File: config.mk
export PLATFORM = sky130hd
export DESIGN_NAME = seg_scan4
export DESIGN_NICKNAME = d
export VERILOG_FILES = /design/src/rtl/seg_scan4_pkg.sv /design/src/rtl/seg_scan4_hex_to_seg7.sv /design/src/rtl/seg_scan4.sv
export SDC_FILE = /design/constraint.sdc
export NUM_CORES = 1
export LEC_CHECK = 0
export CORE_MARGIN = 5
export CORE_UTILIZATION = 48
export CTS_BUF_LIST = sky130_fd_sc_hd__clkbuf_4 sky130_fd_sc_hd__clkbuf_8
export CTS_CLUSTER_DIAMETER = 120
export DETAILED_ROUTE_END_ITERATION = 12
export GPL_ROUTABILITY_DRIVEN = 0
export PLACE_DENSITY = 0.78
export SLEW_MARGIN = 20
export SYNTH_ARGS = -nofsm -noshare
export SYNTH_HDL_FRONTEND = slang
export SYNTH_SLANG_ARGS = --single-unit
File: constraint.sdc
create_clock -name CLK -period 2.65 [get_ports CLK]
set_clock_uncertainty 0.15 [all_clocks]
set_input_delay 0.3975 -clock CLK [delete_from_list [all_inputs] [get_ports CLK]]
set_output_delay 0.3975 -clock CLK [all_outputs]
set_load 0.01 [all_outputs]
File: src/rtl/seg_scan4_pkg.sv
// rtl/seg_scan4_pkg.sv - shared constants and helpers for the 4-digit seven-segment scanner
package seg_scan4_pkg;

  localparam int IDX_W = 2;

  // Active-low segment codes, bit 0 = a ... bit 6 = g
  localparam logic [6:0] SEG_0   = 7'h40;
  localparam logic [6:0] SEG_1   = 7'h79;
  localparam logic [6:0] SEG_2   = 7'h24;
  localparam logic [6:0] SEG_3   = 7'h30;
  localparam logic [6:0] SEG_4   = 7'h19;
  localparam logic [6:0] SEG_5   = 7'h12;
  localparam logic [6:0] SEG_6   = 7'h02;
  localparam logic [6:0] SEG_7   = 7'h78;
  localparam logic [6:0] SEG_8   = 7'h00;
  localparam logic [6:0] SEG_9   = 7'h10;
  localparam logic [6:0] SEG_A   = 7'h08;
  localparam logic [6:0] SEG_B   = 7'h03;
  localparam logic [6:0] SEG_C   = 7'h46;
  localparam logic [6:0] SEG_D   = 7'h21;
  localparam logic [6:0] SEG_E   = 7'h06;
  localparam logic [6:0] SEG_F   = 7'h0E;
  localparam logic [6:0] SEG_OFF = 7'h7F;

  localparam logic [3:0] AN_OFF  = 4'hF;

  // True when digit idx and every digit to its left are zero; digit 0 never qualifies
  function automatic logic lzs_hit(input logic [15:0] data, input logic [IDX_W-1:0] idx);
    case (idx)
      2'd1:    return (data[15:4] == 12'h000);
      2'd2:    return (data[15:8] == 8'h00);
      2'd3:    return (data[15:12] == 4'h0);
      default: return 1'b0;
    endcase
  endfunction

endpackage

File: src/rtl/seg_scan4_hex_to_seg7.sv
// rtl/seg_scan4_hex_to_seg7.sv - combinational hex nibble to active-low seven-segment decoder
module hex_to_seg7
  import seg_scan4_pkg::*;
(
  input  logic [3:0] hex,
  output logic [6:0] seg
);

  always_comb begin
    seg = SEG_OFF;
    case (hex)
      4'h0: seg = SEG_0;
      4'h1: seg = SEG_1;
      4'h2: seg = SEG_2;
      4'h3: seg = SEG_3;
      4'h4: seg = SEG_4;
      4'h5: seg = SEG_5;
      4'h6: seg = SEG_6;
      4'h7: seg = SEG_7;
      4'h8: seg = SEG_8;
      4'h9: seg = SEG_9;
      4'hA: seg = SEG_A;
      4'hB: seg = SEG_B;
      4'hC: seg = SEG_C;
      4'hD: seg = SEG_D;
      4'hE: seg = SEG_E;
      4'hF: seg = SEG_F;
      default: seg = SEG_OFF;
    endcase
  end

endmodule

File: src/rtl/seg_scan4.sv
// rtl/seg_scan4.sv - time-multiplexed 4-digit common-anode display driver with LZS and dead-time
module seg_scan4
  import seg_scan4_pkg::*;
#(
  parameter int SCAN_DIV = 100000,
  parameter int GUARD    = 1000
) (
  input  logic        CLK,
  input  logic        rst_n,
  input  logic [15:0] iData,
  input  logic [3:0]  iDp,
  input  logic [3:0]  iBlank,
  input  logic        iLzs,
  output logic [3:0]  oAn,
  output logic [6:0]  oSeg,
  output logic        oDp
);

  localparam int CNT_W = $clog2(SCAN_DIV);
  localparam logic [CNT_W-1:0] CNT_MAX = CNT_W'(SCAN_DIV - 1);
  localparam logic [CNT_W-1:0] GUARD_C = CNT_W'(GUARD);

  logic [CNT_W-1:0] cnt_q, cnt_d;
  logic [IDX_W-1:0] idx_q, idx_d;
  logic [3:0]       nib_q, nib_d;
  logic             dp_q, dp_d;
  logic             blank_q, blank_d;
  logic [3:0]       an_q, an_d;
  logic [6:0]       seg_q, seg_d;
  logic             dpo_q, dpo_d;
  logic             tick;
  logic [6:0]       dec_seg;

  // Slot snapshot: everything about the next digit is frozen at the tick
  always_comb begin
    tick    = (cnt_q == CNT_MAX);
    cnt_d   = tick ? '0 : cnt_q + CNT_W'(1);
    idx_d   = tick ? idx_q + IDX_W'(1) : idx_q;
    nib_d   = nib_q;
    dp_d    = dp_q;
    blank_d = blank_q;
    if (tick) begin
      nib_d   = iData[{idx_d, 2'b00} +: 4];
      dp_d    = iDp[idx_d];
      blank_d = iBlank[idx_d] | (iLzs & lzs_hit(iData, idx_d));
    end
  end

  hex_to_seg7 u_dec (
    .hex (nib_d),
    .seg (dec_seg)
  );

  // Outputs are computed from next-state values so they change on the same edge as the slot
  always_comb begin
    seg_d = blank_d ? SEG_OFF : dec_seg;
    dpo_d = blank_d | ~dp_d;
    an_d  = AN_OFF;
    if (!blank_d && (cnt_d >= GUARD_C)) begin
      an_d[idx_d] = 1'b0;
    end
  end

  always_ff @(posedge CLK) begin
    if (!rst_n) begin
      cnt_q   <= '0;
      idx_q   <= IDX_W'(3);
      nib_q   <= 4'h0;
      dp_q    <= 1'b0;
      blank_q <= 1'b1;
      an_q    <= AN_OFF;
      seg_q   <= SEG_OFF;
      dpo_q   <= 1'b1;
    end else begin
      cnt_q   <= cnt_d;
      idx_q   <= idx_d;
      nib_q   <= nib_d;
      dp_q    <= dp_d;
      blank_q <= blank_d;
      an_q    <= an_d;
      seg_q   <= seg_d;
      dpo_q   <= dpo_d;
    end
  end

  assign oAn  = an_q;
  assign oSeg = seg_q;
  assign oDp  = dpo_q;

endmodule

Word-level counts from Yosys, hierarchy flattened --
Memory sizes are Yosys's and may differ from the RTL's. A register that Yosys moved wholly into a read port is not among the register bits. Index checks and enable logic that the tools add are counted.
Word-level totals: flip-flop bits (word level) 30, memory bits (read-only) 112, bits of input ports 27, output and inout port bits 12, word-level logic and storage cells 45, memories kept 1
Memory list:
- (no name shown) | words 16, width 7, read ports 1, clocked after memory_dff 1, wr ports 0, line seg_scan4_hex_to_seg7.sv:11 | case (hex)
Operators by class: add/subtract/negate cells 2, magnitude comparators 3, equality and inequality tests 4, shift operators 1, mux-type cells 13, bitwise operators 6, reduce and logical (&&, ||, !) cells 8
Operators by type and width (number):
- $add A17 B1 Y17 const B | 1
- $eq A17 B17 Y1 const B | 1
- $ge A17 B10 Y1 const B | 1
- $mux W17 | 1
- $shiftx A16 B5 Y4 | 1
- $logic_not A12 Y1 | 1
- $logic_not A8 Y1 | 1
- $mux W1 | 6
- $bmux W1 S2 | 2
- $eq A2 B2 Y1 const B | 2
- $logic_not A4 Y1 | 1
- $mux W4 | 1
- $not A4 Y4 | 1
- $lt A2 B3 Y1 const B | 1
- $pmux W1 S3 | 1
- $add A2 B1 Y2 const B | 1
- $demux W1 S2 | 1
- $eq A2 B1 Y1 const B | 1
- $ge A2 B1 Y1 const B | 1
- $logic_and A1 B1 Y1 | 2
- $mux W2 | 1
- $not A1 Y1 | 2
- $or A1 B1 Y1 | 2
- $reduce_and A2 Y1 | 1
- 3 further kinds | 3

Longest topological paths before layout --
Gate-level depths: netlist of run 1.
depth after elaboration 11, mapped depth 11

By module --
Synthesis of run 1 repeated with hierarchy kept, for this count alone.
Second synthesis, totals: cell total of the unflattened synthesis 230, area, all modules 2079.5 µm²
By module, submodules not included:
- seg_scan4 | instances 1, cells each 195, area each 1809.2 µm²
- hex_to_seg7 | instances 1, cells each 35, area each 270.3 µm²

Worst setup path before layout of run 1 --
No wires, ideal clock.
path type reg2reg, start reg cnt_q[4], end reg seg_q[6] (netlist: oSeg[6]), setup time 0.122 ns, arrival 2.531 ns, data required time 2.378 ns, path slack -0.153 ns, stages on the path, launching flop included 12, clock period less this slack 2.803 ns, path through dfxtp_1 > buf_4 > inv_1 > or4_1 > nor4_4 > buf_6 > mux2i_1 > inv_2 > ha_1 > nand2_1 > o21ai_0 > a221o_1
RTL lines:
- start, declared | line seg_scan4.sv:23 | logic [CNT_W-1:0] cnt_q, cnt_d;
- start signal, assigned | line seg_scan4.sv:75 | cnt_q <= cnt_d;
- $eq A17 B17 Y1 * | line seg_scan4.sv:36 | tick = (cnt_q == CNT_MAX);
- $mux W2 | line seg_scan4.sv:38 | idx_d = tick ? idx_q + IDX_W'(1) : idx_q;
- $shiftx A16 B5 Y4 | line seg_scan4.sv:43 | nib_d = iData[{idx_d, 2'b00} +: 4];
- $mux W4 * | line seg_scan4.sv:42 | if (tick) begin
- net nib_d[1] | line seg_scan4.sv:25 | logic [3:0] nib_q, nib_d;
- end, declared | line seg_scan4.sv:29 | logic [6:0] seg_q, seg_d;
Mark *: on every way through the listed nets, which the timed path passes. The rest lies on a longest branch. The select of a mux whose other input is x is not followed. A chain may end at the register's enable or synchronous reset.

Final worst setup path of run 1 --
start reg cnt_q[14], end reg seg_q[5] (netlist: oSeg[5])
Same word-level chain as after synthesis.

==> results.md, run 1 <==
- Status: finished clean
- HP Start: dp_q
- Clk Tree Root Cell: clkbuf_8
- CTS tree: yes
- Clock transition at path regs: 0.08 ns
- Die area: 5440 sq um
- Synth top area share: 0.379
- Detail Placement HPWL: 3.38 mm
- Yosys reg bits: 37
- Core area: 3970 sq um
- Arrival time at the worst endpoint: approximately 2.6 ns
- Global Route Usage Sum: 0.175
- Synth area leader: dfxtp_1
- WHS Path Cells: 2
- Pin count of the biggest net entering global routing: 16
- Number of routed nets with antenna violations: 0
- # fillers: 312
- Drc violations: 0
- Syn-to-layout area delta: 41.8%
- Clk buf depth: 2
- DRT iter0 DRCs: 79
- Syn avg cell area: 9.48 sq um
- Setup CP Type: reg -> reg
- Syn nets: 240
- DRT Pass-1 Iters: 4
- # diodes: 0
- H-Tree Depth: 2
- Worst R2R End: oSeg[5]
- Minimum clock period: 2.57 ns
- RSZ-0062 raised after global routing: yes
- # clock sinks: 37
- Ys Warns: 0
- Total grt overflow: 0
- Leakage Power: 0.00105 uW
- Hold Vio Cnt, Final: 0
- Initial Util: 0.492
- Hold worst-path end: dp_q
- Reg2Reg Launch Point: cnt_q[14]
- Final net count: 303
- # rows: 23
- CP Capture Type: register
- Initial antenna violation count: 0
- Unique masters post-synth: 52
- Port bufs: 38
- Fraction of layout instances using a drive strength above 1: 0.230
- VDD IR max: 0.263 mV
- CP required: 2.68 ns
- Clock buffer count from CTS: 5
- Critical path origin: cnt_q[14]
- CP Cell Sequence: or4_4 -> nor4_4 -> buf_12 -> mux2_4 -> ha_4 -> buf_4 -> a221o_1
- Final Util: 0.698
- Die Span Y: between 70 and 80 microns
- Post-Syn Area: 1950 sq um
- Post-synth top cells: dfxtp_1 (37), nor2_1 (26), nand2_1 (18)
- Vias per inst: 5.47
- Slowest-stage cell, CP: or4_4
- Slew Limit Fails: 0
- Drt total wl: 4.56 mm
- Synth Flop Type: dfxtp_1
- Routed vias: 1751
- Setup-failing EPs final: 0
- Ports: 39
- Top-count cell post-synth: dfxtp_1
- Synth area leaders: dfxtp_1 (38%), mux4_2 (6.9%), xnor2_1 (5.8%)
- Asr flop ratio synth: 0
- Synthesized instance count: 206
- FF-to-FF path depth: 7
- Setup slack, reg-to-reg: approximately 0.076 ns
- Final worst-path cycle share: 0.971
- Hold Crit Class: reg -> reg
- Number of synthesized flops with an enable pin: 0
- Max stage delay on crit path: ~0.54 ns
- Wirelength per Cell: between 10 and 15 microns
- Slew @ Worst Pin: approximately 0.54 ns
- Clk Latency, worst-skew pair: 0.29 ns
- Max-slew headroom at the worst pin: 0.639
- Peak fanout along the critical path: 6
- Max-cap violation count: 0
- Crit start category: register
- Fmax: 388 MHz
- Pwr Total: ~1100 uW
- First-pass GRT wire length: 7.45 mm
- Number of global-route vias before repair: 1728
- Power Dens Cells: 408 nW/um^2
- Die X: 73.8 microns
- Register area share after synthesis: 0.379
==> repair_timing <==
action                                  CTS  global route
endpoints found under the setup margin    0             7
setup buffers                             0             5
resized for setup                         0             8
hold buffers                              0             0
==> cell families after synthesis <==
| logic type | Yosys count | share of synthesized area |
|---|---|---|
| AO/OA/AOI/OAI | 29 | 0.107 |
| XOR/XNOR | 19 | 0.0852 |
| adder cells (fa/ha/maj) | 7 | 0.0448 |
| buffers and inverters | 13 | 0.0314 |
| flip-flops | 37 | 0.379 |
| multiplexers | 17 | 0.129 |
| AND/OR/NAND/NOR | 84 | 0.223 |
==> state kept, by name, indices dropped and copies added, names as in the netlist <==
| register | count |
|---|---|
| dp_q | 1 |
| oAn | 4 |
| oSeg | 7 |
| nib_q | 4 |
| idx_q | 2 |
| oDp | 1 |
| cnt_q | 17 |
| blank_q | 1 |
==> placed cells by master, fill, tap and decap left out, types with 3 or more instances in the layout <==
cell type,synthesis,routed
mux4_2,6,6
nor3_1,4,3
buf_4,1,24
nor2_1,26,25
dfxtp_2,0,3
nor2b_1,3,3
dfxtp_1,37,34
ha_4,0,3
o21ai_0,5,4
inv_1,4,3
nand3_1,6,5
and2_1,5,5
xnor2_1,13,13
xor2_1,6,6
and3_1,4,4
ha_1,7,4
or3_1,3,3
mux2i_1,8,7
clkbuf_8,0,5
a221o_1,3,3
a21oi_1,5,5
nand2_1,18,18
clkdlybuf4s50_1,0,38
==> per-layer routing <==
metal / vias to the layer above / track usage / part of all wire
met4: 0 / 0.0805 / 0.015
li1: 865 / - / -
met2: 63 / 0.267 / 0.46
met3: 7 / 0.0575 / 0.075
met1: 816 / 0.224 / 0.45
met5: - / 0 / 0
==> report_power, final <==
part           internal [uW]  switching, uW  leakage [uW]
registers                560           2.71      0.000301
logic                   53.6           24.2      0.000699
clock network            282            210     0.0000543
==> critical path, delay by kind of cell (launching register included) <==
kind	cells	cell delay [ns]
and+or+nand+nor	2	0.85
muxes	1	0.35
DFF	1	0.32
buffers and inverters	2	0.30
AOI/OAI and AO/OA	1	0.30
adders and majority gates	1	0.19
==> stage by stage <==
stage	worst slack [ns]	std cells	hold slack (ns)	instance area [sq um]	TNS, ns
after global placement	0.106	306	0.364	2570	0
final	0.0759	320	0.382	2770	0
after detailed placement	0.0426	306	0.373	2570	0
after global routing	-0.0300	320	0.415	2770	-0.0620
after CTS	0.0301	314	0.385	2690	0
after floorplan	0.00392	206	0.288	2010	0
==> layout make-up <==
type	count	area, sq um	share of cell area
multi-input cells	156	1220	0.441
clock buffers	5	68.8	0.0248
well taps	50	62.6	0.0226
repair buffers	64	606	0.219
inverters	5	21.3	0.00768
flip-flops and latches	37	744	0.269
clock inverters	3	46.3	0.0167
==> worst max-delay path by stage <==
stage | to | slack (ns) | cells after the start
2_1_floorplan | oSeg[6] | 0.004 | 9
3_3_place_gp | oSeg[5] | 0.11 | 10
3_5_place_dp | oSeg[5] | 0.04 | 10
4_1_cts | oSeg[5] | 0.03 | 10
5_1_grt | oSeg[3] | -0.03 | 8
6_report | oSeg[5] | 0.08 | 7
(Power assumes the default switching activity.)
==> inputs of run 2 (changes only) <==
- CORE_UTILIZATION: 48 -> 59
- DONT_BUFFER_PORTS: default -> 1
==> results.md, run 2 (synthesis results as in run 1) <==
- Minimum clock period: 2.73 ns
- Max-cap violation count: 0
- Power Dens Cells: around 430 nW/um^2
- Post-route worst setup slack: -0.0813 ns
- Status: finished with violations
- Crit start category: register
- Wirelength per Cell: 17.5 microns
- DRT iter0 DRCs: 100
- Drc violations: 0
- Clk Latency, worst-skew pair: 0.35 ns
- # rows: 20
- Ports: 39
- Initial Util: 0.629
- Max stage delay on crit path: 0.55 ns
- Final Util: 0.767
- Setup-failing EPs final: 4
- DRT Pass-1 Iters: 4
- VDD IR max: 0.368 mV
- Pin count of the biggest net entering global routing: 16
- Clock transition at path regs: 0.13 ns
- Slowest-stage cell, CP: or4_4
- Port bufs: 0
- Max reg flops: 17
- Peak fanout along the critical path: 8
- Slew Limit Fails: 0
- Vias per inst: 6.08
- Die Span Y: 67.5 microns
- Leakage Power: 0.000898 uW
- # diodes: 0
- Total grt overflow: 0
- Most common cell after layout, fill and taps aside: dfxtp_1
- Number of global-route vias before repair: 1729
- Hold Vio Cnt, Final: 0
- Slew @ Worst Pin: about 0.38 ns
- Max-slew headroom at the worst pin: 0.747
- Final worst-path cycle share: 1.03
- CP Cell Sequence: or4_4 -> nor4_4 -> buf_12 -> mux2_4 -> inv_2 -> ha_1 -> a21oi_1 -> a211o_1
- Largest reg by FF count: cnt_q
- Clk Tree Root Cell: clkbuf_4
- Setup CP Type: reg -> reg
- Die X: 67.5 microns
- Syn-to-layout area delta: 21.8%
- Clock buffer count from CTS: 5
- Drt total wl: between 4 and 5 mm
- Pre-CTS WS: 0.0296 ns
- CP required: 2.75 ns
- Fraction of layout instances using a drive strength above 1: 0.291
- Fmax: 366 MHz
- First-pass GRT wire length: 7.78 mm
- Routed vias: between 1500 and 2000
- Commonest non-fill, non-tap cells in the layout: dfxtp_1 (35), buf_4 (26), nor2_1 (25)
- Hold Crit Class: in -> reg
- Global Route Usage Sum: 0.226
- Clk buf depth: 2
- Final net count: 267
- CP Capture Type: register
- Setup slack, reg-to-reg: -0.08 ns
- Failing checks: negative setup slack
- Detail Placement HPWL: around 3.6 mm
- Number of routed nets with antenna violations: 0
- Core area: 3100 sq um
- Die area: 4560 sq um
- # clock sinks: 37
- CTS tree: yes
- RSZ-0062 raised after global routing: yes
- Pwr Total: approximately 1000 uW
- Initial antenna violation count: 0
- H-Tree Depth: 2
- Arrival time at the worst endpoint: 2.83 ns
==> run 2: cell types whose count changed in the layout (fill, tap and decap cells not counted), sizes merged <==
cell and delta:
clkdlybuf4s50 -38, buf +2, clkinv -1, dlygate4sd3 +1
==> run 2: metrics by stage <==
step	instance area (sq um)	hold slack, ns	cells	setup TNS [ns]
floorplan	2010	0.288	206	0
global placement	2190	0.318	263	0
detailed placement	2190	0.315	263	0
CTS	2290	0.0170	272	0
global route	2380	0.0146	278	-0.674
finish	2380	0.0177	278	-0.215
==> run 2: power breakdown <==
group | internal [uW] | switching [uW]
registers | 560 | 4.09
logic | 19.5 | 15.2
clock network | 224 | 200
total | 804 | 219
==> run 2: layout make-up <==
class | instances | area (sq um)
flip-flops and latches | 37 | 743
clock inverters | 2 | 37.5
repair buffers | 28 | 225
well taps | 44 | 55.1
fillers | 226 | 724
inverters | 5 | 21.3
multi-input cells | 156 | 1240
clock buffers | 6 | 51.3
==> run 2: path summary, 6_finish.rpt <==
| check | start | end | depth (start not counted) |
|---|---|---|---|
| setup reg to reg | cnt_q[8] | oSeg[3] | 8 |
| hold / removal | rst_n | cnt_q[4] | 1 |
| setup / recovery | cnt_q[8] | oSeg[3] | 8 |
| hold reg to reg | blank_q | oDp | 2 |
==> run 2: metal layers <==
layer,vias up,wire [microns],GRT usage
met4,0,123,0.0785
met2,53,2460,0.388
met3,15,248,0.0566
li1,793,-,-
met5,-,0,0
met1,829,2030,0.272
==> run 2: repair_timing <==
item / 4_1_cts / 5_1_grt
buffers inserted: 0 / 6
resized for setup: 0 / 13
hold buffers: 1 / 0
setup endpoints to repair: 0 / 7
endpoints found under the hold margin: 2 / 0
==> run 2: critical path: cells and delay by family, from the launching register on <==
| kind | cells | cell delay (ns) |
|---|---|---|
| and+or+nand+nor | 2 | 0.91 |
| buffers and inverters | 2 | 0.32 |
| adders and majority gates | 1 | 0.18 |
| DFF | 1 | 0.37 |
| muxes | 1 | 0.35 |
| AOI/OAI and AO/OA | 2 | 0.36 |
==> inputs of run 3 (changes only) <==
- CORE_UTILIZATION: 59 -> 65
- PLACE_DENSITY: 0.78 -> 0.81
- clock period: 2.65 -> 3.1 ns (I/O delays scaled with it)
==> results.md, run 3 (synthesis results as in run 1) <==
- Clk Tree Root Cell: clkbuf_4
- Clk Latency, worst-skew pair: 0.34 ns
- Peak fanout along the critical path: 6
- Crit start category: register
- Sw Share: 0.223
- Setup-failing EPs final: 0
- Hold Crit Class: in -> reg
- Die Span Y: 64.8 microns
- Number of routed nets with antenna violations: 0
- Final Util: 0.722
- Drc violations: 0
- Post-CTS Setup Bufs: 0
- Largest reg by FF count: cnt_q
- Max-slew headroom at the worst pin: 0.656
- Leakage Power: 0.000754 uW
- Syn-to-layout area delta: 4.55%
- Met2 Resource Use GR: 0.344
- Most common cell after layout, fill and taps aside: dfxtp_1
- # diodes: 0
- DRT iter0 DRCs: 89
- Status: finished clean
- Hold Vio Cnt, Final: 0
- Fraction of layout instances using a drive strength above 1: 0.137
- H-Tree Depth: 2
- Global Route Usage Sum: 0.198
- Die area: roughly 4200 sq um
- CP Capture Type: register
- Routed vias: 1537
- Initial Util: 0.690
- Port bufs: 0
- Slew @ Worst Pin: 0.515 ns
- RSZ-0062 raised after global routing: no
- DP Cell Count: approximately 230
- Clock share of power: 0.330
- Hold Slack: 0.0346 ns
- Pin count of the biggest net entering global routing: 16
- CTS tree: yes
- Fmax: 340 MHz
- Ports: 39
- Initial antenna violation count: 0
- Pre-CTS WS: around 0.21 ns
- Fin Setup TNS: 0 ns
- Commonest non-fill, non-tap cells in the layout: dfxtp_1 (37), nor2_1 (26), nand2_1 (18)
- Arrival time at the worst endpoint: 3.01 ns
- Fin cells: 242
- Setup CP Type: reg -> reg
- First-pass GRT wire length: 6.60 mm
- Clk buf depth: 2
- Power Dens Cells: 371 nW/um^2
- # rows: 19
- Post-cts sizing count: 0
- Met3 Use GR: 0.0639
- Register area: between 700 and 800 sq um
- Drt total wl: 3.96 mm
- Final worst-path cycle share: 0.948
- Comb pwr share: 0.032
- Wirelength per Cell: between 15 and 20 microns
- Met1 Resource Use GR: 0.217
- Sequential share of power: 0.637
- Post-route worst setup slack: 0.161 ns
- # clock sinks: 37
- Internal: 588 uW
- Max-cap violation count: 0
- Hold Buf Count CTS: 0
- NetSw: between 150 and 200 uW
- Total grt overflow: 0
- Footprint of the multi-input gates: 1150 sq um
- Detail Placement HPWL: 2.94 mm
- Slew Limit Fails: 0
- Number of global-route vias before repair: 1519
- DRT Pass-1 Iters: 5
- FF-to-FF path depth: 8
- CP required: about 3.2 ns
- VDD IR max: 0.337 mV
- Vias per inst: 6.35
- Clock buffer count from CTS: 5
- # fillers: 218
- WHS Path Cells: 1
- Final net count: 244
- GRT Max-Usage Layer: met2
- Clock transition at path regs: 0.11 ns
- Minimum clock period: 2.94 ns
- Die X: 64.8 microns
- Max reg flops: 17
- Core area: approximately 2800 sq um
[run 3: cell type report]
type	count	share of cell area
Tap cell	31	0.0190
Sequential cell	37	0.363
Timing Repair Buffer	5	0.0184
Inverter	5	0.00919
Multi-Input combinational cell	156	0.564
Clock buffer	6	0.0221
Clock inverter	2	0.00490
[run 3: final timing paths]
| path | from | end | slack [ns] |
|---|---|---|---|
| min reg2reg | cnt_q[0] | cnt_q[0] | 0.34 |
| max reg2reg | cnt_q[0] | oAn[3] | 0.16 |
| min | rst_n | idx_q[0] | 0.03 |
| max | cnt_q[0] | oAn[3] | 0.16 |
[run 3: through the flow]
| step | cell area, sq um | power (uW) |
|---|---|---|
| floorplan | 1950 | 514 |
| global placement | 1990 | 516 |
| CTS | 2040 | 764 |
| detailed placement | 1990 | 518 |
| finish | 2040 | 757 |
| global route | 2040 | 796 |
[run 3: layer usage]
layer	wire, microns	vias to the layer above
li1	-	743
met1	1640	720
met2	1980	63
met3	275	11
met4	75	0
met5	0	-
[run 3: critical path, stage by stage, from the launching register on]
cell,delay [ns]
dfxtp_1,0.41
ha_1,0.29
nand3_1,0.22
nor2_1,0.30
nand2_1,0.21
mux2i_1,0.15
mux2_2,0.27
a311o_1,0.38
or3b_2,0.45
[run 3: power groups by stage]
stage	Clock [uW]	Combinational, uW	Sequential (uW)
4_1_cts	258	24.4	482
3_3_place_gp	0	23.3	493
6_report	250	24.4	482
5_1_grt	286	27.3	483
3_5_place_dp	0	24.5	493
2_1_floorplan	0	21.6	492
